File: src/rtl/n64_response_assembler.sv
`default_nettype none
// ============================================================================
// Module      : n64_response_assembler
// Description : APB3 slave that assembles decoded N64 controller response
//               bits into frames, with timeout/overrun flags and interrupt.
// Revision    : 1.0 - initial release
// ============================================================================
module n64_response_assembler #(
    parameter int unsigned FRAME_BITS     = 32,
    parameter logic [15:0] TIMEOUT_CYCLES = 16'd10000
) (
    input  logic        PCLK,
    input  logic        PRESERN,
    input  logic        PSEL,
    input  logic        PENABLE,
    input  logic        PWRITE,
    input  logic [31:0] PADDR,
    input  logic [31:0] PWDATA,
    output logic [31:0] PRDATA,
    output logic        PREADY,
    output logic        PSLVERR,
    input  logic        bit_valid,
    input  logic        bit_data,
    output logic        frame_irq
);

    localparam logic [1:0] c_ST_IDLE    = 2'd0;
    localparam logic [1:0] c_ST_COLLECT = 2'd1;
    localparam logic [1:0] c_ST_DONE    = 2'd2;

    localparam logic [7:0] c_OFF_CTRL   = 8'h00;
    localparam logic [7:0] c_OFF_STATUS = 8'h04;
    localparam logic [7:0] c_OFF_DATA   = 8'h08;
    localparam logic [7:0] c_OFF_COUNT  = 8'h0C;

    localparam logic [5:0] c_FRAME_BITS = 6'(FRAME_BITS);

    logic [1:0]            r_state;
    logic                  r_irq_en;
    logic                  r_done;
    logic                  r_timeout;
    logic                  r_overrun;
    logic                  r_irq;
    logic [5:0]            r_count;
    logic [15:0]           r_timer;
    logic [FRAME_BITS-1:0] r_shift;
    logic [FRAME_BITS-1:0] r_data;
    logic [15:0]           r_frame_count;

    logic [7:0]            w_off;
    logic                  w_sel_ctrl;
    logic                  w_sel_status;
    logic                  w_sel_data;
    logic                  w_sel_count;
    logic                  w_off_valid;
    logic                  w_wr;
    logic                  w_arm;
    logic                  w_stat_wr;
    logic [5:0]            w_count_inc;
    logic [15:0]           w_timer_inc;
    logic [FRAME_BITS:0]   w_shift_wide;
    logic [FRAME_BITS-1:0] w_shift_next;
    logic [63:0]           w_data_ext;
    logic [31:0]           w_status;
    logic [31:0]           w_rdata;
    logic                  w_unused;

    assign w_off        = PADDR[7:0];
    assign w_sel_ctrl   = (w_off == c_OFF_CTRL);
    assign w_sel_status = (w_off == c_OFF_STATUS);
    assign w_sel_data   = (w_off == c_OFF_DATA);
    assign w_sel_count  = (w_off == c_OFF_COUNT);
    assign w_off_valid  = w_sel_ctrl | w_sel_status | w_sel_data | w_sel_count;

    // Writes to undecoded offsets are dropped by qualifying with w_off_valid.
    assign w_wr      = PSEL & PENABLE & PWRITE & w_off_valid;
    assign w_arm     = w_wr & w_sel_ctrl & PWDATA[0];
    assign w_stat_wr = w_wr & w_sel_status;

    assign w_count_inc  = r_count + 6'd1;
    assign w_timer_inc  = r_timer + 16'd1;
    // Widened concatenation keeps the shift legal for a 1-bit frame.
    assign w_shift_wide = {r_shift, bit_data};
    assign w_shift_next = w_shift_wide[FRAME_BITS-1:0];
    assign w_data_ext   = 64'(r_data);

    assign w_status = {18'd0, r_count, 4'd0, r_overrun, r_timeout, r_done,
                       (r_state == c_ST_COLLECT)};

    always_comb begin
        w_rdata = 32'd0;
        if (w_sel_ctrl)   w_rdata = {30'd0, r_irq_en, 1'b0};
        if (w_sel_status) w_rdata = w_status;
        if (w_sel_data)   w_rdata = w_data_ext[31:0];
        if (w_sel_count)  w_rdata = {16'd0, r_frame_count};
    end

    assign PREADY    = 1'b1;
    assign PRDATA    = (PSEL & ~PWRITE) ? w_rdata : 32'd0;
    assign PSLVERR   = PRESERN & PSEL & PENABLE & ~w_off_valid;
    assign frame_irq = r_irq;

    assign w_unused = ^{PADDR[31:8], PWDATA[31:4], w_data_ext[63:32]};

    always_ff @(posedge PCLK or negedge PRESERN) begin
        if (!PRESERN) begin
            r_state       <= c_ST_IDLE;
            r_irq_en      <= 1'b0;
            r_done        <= 1'b0;
            r_timeout     <= 1'b0;
            r_overrun     <= 1'b0;
            r_irq         <= 1'b0;
            r_count       <= 6'd0;
            r_timer       <= 16'd0;
            r_shift       <= '0;
            r_data        <= '0;
            r_frame_count <= 16'd0;
        end else begin
            if (w_wr && w_sel_ctrl) r_irq_en <= PWDATA[1];
            r_irq <= r_irq_en & (r_done | r_timeout);

            // Clears come first so a same-cycle hardware set below wins.
            if (w_stat_wr && PWDATA[1]) r_done    <= 1'b0;
            if (w_stat_wr && PWDATA[2]) r_timeout <= 1'b0;
            if (w_stat_wr && PWDATA[3]) r_overrun <= 1'b0;

            if (w_arm) begin
                r_state <= c_ST_COLLECT;
                r_shift <= '0;
                r_count <= 6'd0;
                r_timer <= 16'd0;
            end else begin
                case (r_state)
                    c_ST_COLLECT: begin
                        if (bit_valid) begin
                            r_shift <= w_shift_next;
                            r_count <= w_count_inc;
                            r_timer <= 16'd0;
                            if (w_count_inc == c_FRAME_BITS) begin
                                r_data        <= w_shift_next;
                                r_done        <= 1'b1;
                                r_frame_count <= r_frame_count + 16'd1;
                                r_state       <= c_ST_DONE;
                            end
                        end else if (w_timer_inc == TIMEOUT_CYCLES) begin
                            r_timeout <= 1'b1;
                            r_state   <= c_ST_IDLE;
                        end else begin
                            r_timer <= w_timer_inc;
                        end
                    end
                    c_ST_DONE: begin
                        if (bit_valid) r_overrun <= 1'b1;
                    end
                    default: ;
                endcase
            end
        end
    end

endmodule
`default_nettype wire

File: config.mk
export PLATFORM = sky130hd
export DESIGN_NAME = n64_response_assembler
export DESIGN_NICKNAME = d
export VERILOG_FILES = /design/src/rtl/n64_response_assembler.sv
export SDC_FILE = /design/constraint.sdc
export NUM_CORES = 1
export LEC_CHECK = 0
export ABC_AREA = 1
export CAP_MARGIN = 40
export CORE_MARGIN = 4
export CORE_UTILIZATION = 57
export DETAILED_ROUTE_END_ITERATION = 12
export PLACE_DENSITY = 0.89
export SLEW_MARGIN = 15
export SYNTH_ARGS = -nofsm -noshare
export SYNTH_HDL_FRONTEND = slang
export SYNTH_SLANG_ARGS = --single-unit
File: constraint.sdc
create_clock -name PCLK -period 3.65 [get_ports PCLK]
set_clock_uncertainty 0.15 [all_clocks]
set_input_delay 0.365 -clock PCLK [delete_from_list [all_inputs] [get_ports PCLK]]
set_output_delay 0.365 -clock PCLK [all_outputs]
set_load 0.005 [all_outputs]
==> key figures <==
Critical path
  • Family of cells with the greatest summed delay on the critical path: buffers and inverters
  • Worst r2r src: r_timer[1]
  • CP Data Arrival Time: 2.68 ns
  • Category of the most critical setup path: in2out
  • Highest cell delay on the worst timing path: approximately 0.58 ns
  • Worst-path fanout max: 11
  • Data required time of the worst path: 3.13 ns
  • Buffers plus inverters on the worst setup path: 3
  • R2R Setup Slk: 0.93 ns
  • Timing startpoint of the critical path: PADDR[1]
  • Cell with the biggest individual delay on the critical path: clkdlybuf4s50_1
  • Kind of launch point of the worst setup path: primary input
  • Crit. End Element: primary output
  • Cells traversed along the worst timing path: clkdlybuf4s50_1 -> nor2_1 -> nand2_1 -> nor2_1 -> buf_4 -> a21oi_1 -> a221oi_1 -> clkdlybuf4s50_1

Power and ir drop
  • Switching component of the power: roughly 560 µW
  • Proportion of power drawn by combinational gates: 5.3%
  • Cell area power density: 322.5 mW/mm²
  • Switching Share: 26.87%
  • Cell leakage power: 0.003075 µW
  • Largest vdd supply drop: ~0.25 mV
  • Reg power frac: 58.2%
  • Cell internal pwr: 1538 µW
  • Clock power share: 36.5%
  • Design Power: ~2100 µW

Job
  • Number of max-cap violations: 0

Finish
  • Total inserted antenna cells: 0
  • Area added between synthesis and finish: 14.73%
  • Post-Layout Cell Count: 914
  • Layout cells sized above 1: just under 8%
  • Most common cell after layout, fill and taps aside: nand2_1
  • Core utilization of the finished layout: 67.00%
  • Number of nets in the finished design: 850
  • Commonest non-fill, non-tap cells in the layout: nand2_1, dfrtp_1, inv_1, nor2_1, clkdlybuf4s50_1

Floorplan
  • Number of rows in the core area: 36
  • Die footprint: between 0.01 and 0.015 mm²
  • Die Height: 107.8 µm
  • Area inside the core boundary: 0.009729 mm²
  • Initial core utilization: 58.40%
  • Number of top-level pins: 106
  • Die X: 107.8 µm

Routing
  • Vias: 5,026
  • Remaining DRCs: 0
  • DRT antenna net count: 0
  • Average vias per placed instance: 5.499
  • Total length of routed wires: 13.08 mm
  • Number of violations reported at the end of detailed-routing iteration 0: 291
  • Average wire per standard cell: 14.31 µm
  • Pre-antenna DRT Iters: 6

Timing
  • Slew Limit Fails: 0
  • Final hold violation count: 0
  • Total of endpoints with negative setup slack in the final report: 0
  • Fin crit period: 3.191 ns
  • Final setup TNS: 0 ns
  • Period Utilization, post-route: 87.42%
  • Transition at the pin with the smallest max-transition slack: 0.6866 ns
  • Worst slew margin relative to its limit: 54.10%
  • RSZ-0062 raised after global routing: no
  • Fmax: approximately 310 MHz

Clocking
  • Post-cts repair resize count: 0
  • Number of CTS-inserted buffers: 9
  • Clock transition at the register clock pins on the worst setup and hold paths after CTS: 0.11 ns
  • H-tree depth: 3
  • Clk Latency, worst-skew pair: around 0.38 ns
  • Number of hold-repair buffers added at the cts stage: 1
  • CTS tree: yes
  • Buffers inserted during post-CTS setup optimization: 0
  • Cell at the root of the clock tree: clkbuf_8
  • Sinks on the clock net: 108
  • Longest Clk Path Bufs: 2

Synth
  • Fraction of synthesis flops using an asynchronous set or reset pin: 100.0%
  • Syn. warnings: 0
  • Main flop type after synthesis: dfrtp_1
  • Number of nets in the synthesized netlist: 804
  • Number of instances in the synthesized netlist: 730
  • Sequential-to-total area share from yosys stat: about 48%
  • Number of flops mapped to enable cells by yosys: 0
  • Avg Inst Size Synth: 7.783 µm²
  • Count of different cell masters after synthesis: 41
  • Flop and latch count out of synthesis: 108
  • Mapped cell area: 0.005682 mm²

Global routing
  • Combined global-route utilization of all metal layers: 24.25%
  • Vias in the first global route: 4,846
  • Initial antenna violation count: 0
  • Maximum number of pins on one net before global-route repair: 67
  • Global-route wire length before repair: about 23 mm
  • Residual overflow from global routing: 0

Place
  • Placer congestion estimate: 0.8866
  • Detail Placement HPWL: between 9 and 10 mm
  • Cell total after placement: around 900
  • Count of buffers from port buffering: 52

Outcome
  • Status: completed

Worst hold path
  • Type of the most critical hold path: in2async
cell type report:
class	instances	area, µm²
fill	803	3211
clock buffer	9	123.9
inverter	96	364.1
tap	133	166.4
clock inverter	7	90.09
multi-input combinational	499	2444
timing repair buffer	62	628.1
sequential	108	2703
routing by layer:
layer / track usage, % / part of all wire, % / vias up
met4: 5.681 / 1.5 / 0
met1: 34.06 / 45 / 2414
met2: 38.72 / 48 / 138
met3: 5.219 / 5.8 / 20
met5: 0 / 0 / -
li1: - / - / 2454
cell families (layout without fill, tap and decap cells):
kind of cell	Yosys count	count (layout)	share of synthesized area [%]
DFF	108	108	47.57
and+or+nand+nor	362	362	28.23
AOI/OAI and AO/OA	120	120	12.05
other	1	1	0.06600
xor gates and xnor gates	13	13	2.004
adders and majority gates	3	3	0.6607
buffers and inverters	123	174	9.425
path summary, 6_finish.rpt:
kind / cells after the start / to
max: 8 / PRDATA[1]
min: 2 / r_timer[8]
max reg2reg: 12 / r_state[1]
min reg2reg: 2 / r_state[0]
max in group asynchronous: 4 / r_data[0]
min in group PCLK: 2 / r_state[0]
cells in the mapped netlist (2+ instances only):
| cell | number | area, µm² |
|---|---|---|
| nand3_1 | 38 | 190.2 |
| a221o_1 | 2 | 20.02 |
| inv_2 | 3 | 11.26 |
| dfrtp_1 | 108 | 2703 |
| a21oi_1 | 14 | 70.07 |
| nand2_4 | 3 | 33.78 |
| nand2_2 | 17 | 106.4 |
| o211ai_1 | 7 | 52.55 |
| o22ai_1 | 24 | 150.1 |
| xnor2_1 | 5 | 43.79 |
| nor2_4 | 2 | 22.52 |
| nand3b_1 | 2 | 15.01 |
| nand4_1 | 21 | 131.4 |
| buf_1 | 4 | 15.01 |
| xor2_1 | 8 | 70.07 |
| nand2_1 | 199 | 747.0 |
| clkbuf_1 | 3 | 11.26 |
| buf_2 | 8 | 40.04 |
| a221oi_1 | 3 | 26.28 |
| buf_4 | 9 | 67.56 |
| nor2_2 | 6 | 37.54 |
| o21bai_1 | 2 | 15.01 |
| nor3_1 | 9 | 45.04 |
| o21ai_1 | 45 | 225.2 |
| o21ai_0 | 21 | 105.1 |
| buf_6 | 2 | 22.52 |
| ha_1 | 3 | 37.54 |
| nor2_1 | 60 | 225.2 |
| inv_1 | 90 | 337.8 |
through the flow:
step                      cell area (µm²)  hold slack, ns  setup slack (ns)
after floorplan                      5682        -0.08059             1.540
after global placement               6267          0.2186            0.3714
after detailed placement             6295          0.2108            0.3067
after CTS                            6519          0.3307            0.4598
after global routing                 6519          0.3708            0.1921
final                                6519          0.3199            0.4591
power by group through the flow:
stage               Sequential, µW  Combinational, µW  Clock, µW
global placement              1250                104          0
finish                        1220                111        767
floorplan                     1250               47.8          0
detailed placement            1250                112          0
global route                  1230                127        825
CTS                           1220                114        777
registers in the layout (all words and copies together) (netlist names):
register,count
frame_irq,1
r_data,32
r_timer,16
r_overrun,1
r_state,2
r_frame_count,16
r_count,6
r_done,1
r_irq_en,1
r_timeout,1
r_shift,31
Power figures use the tool's default switching activity.
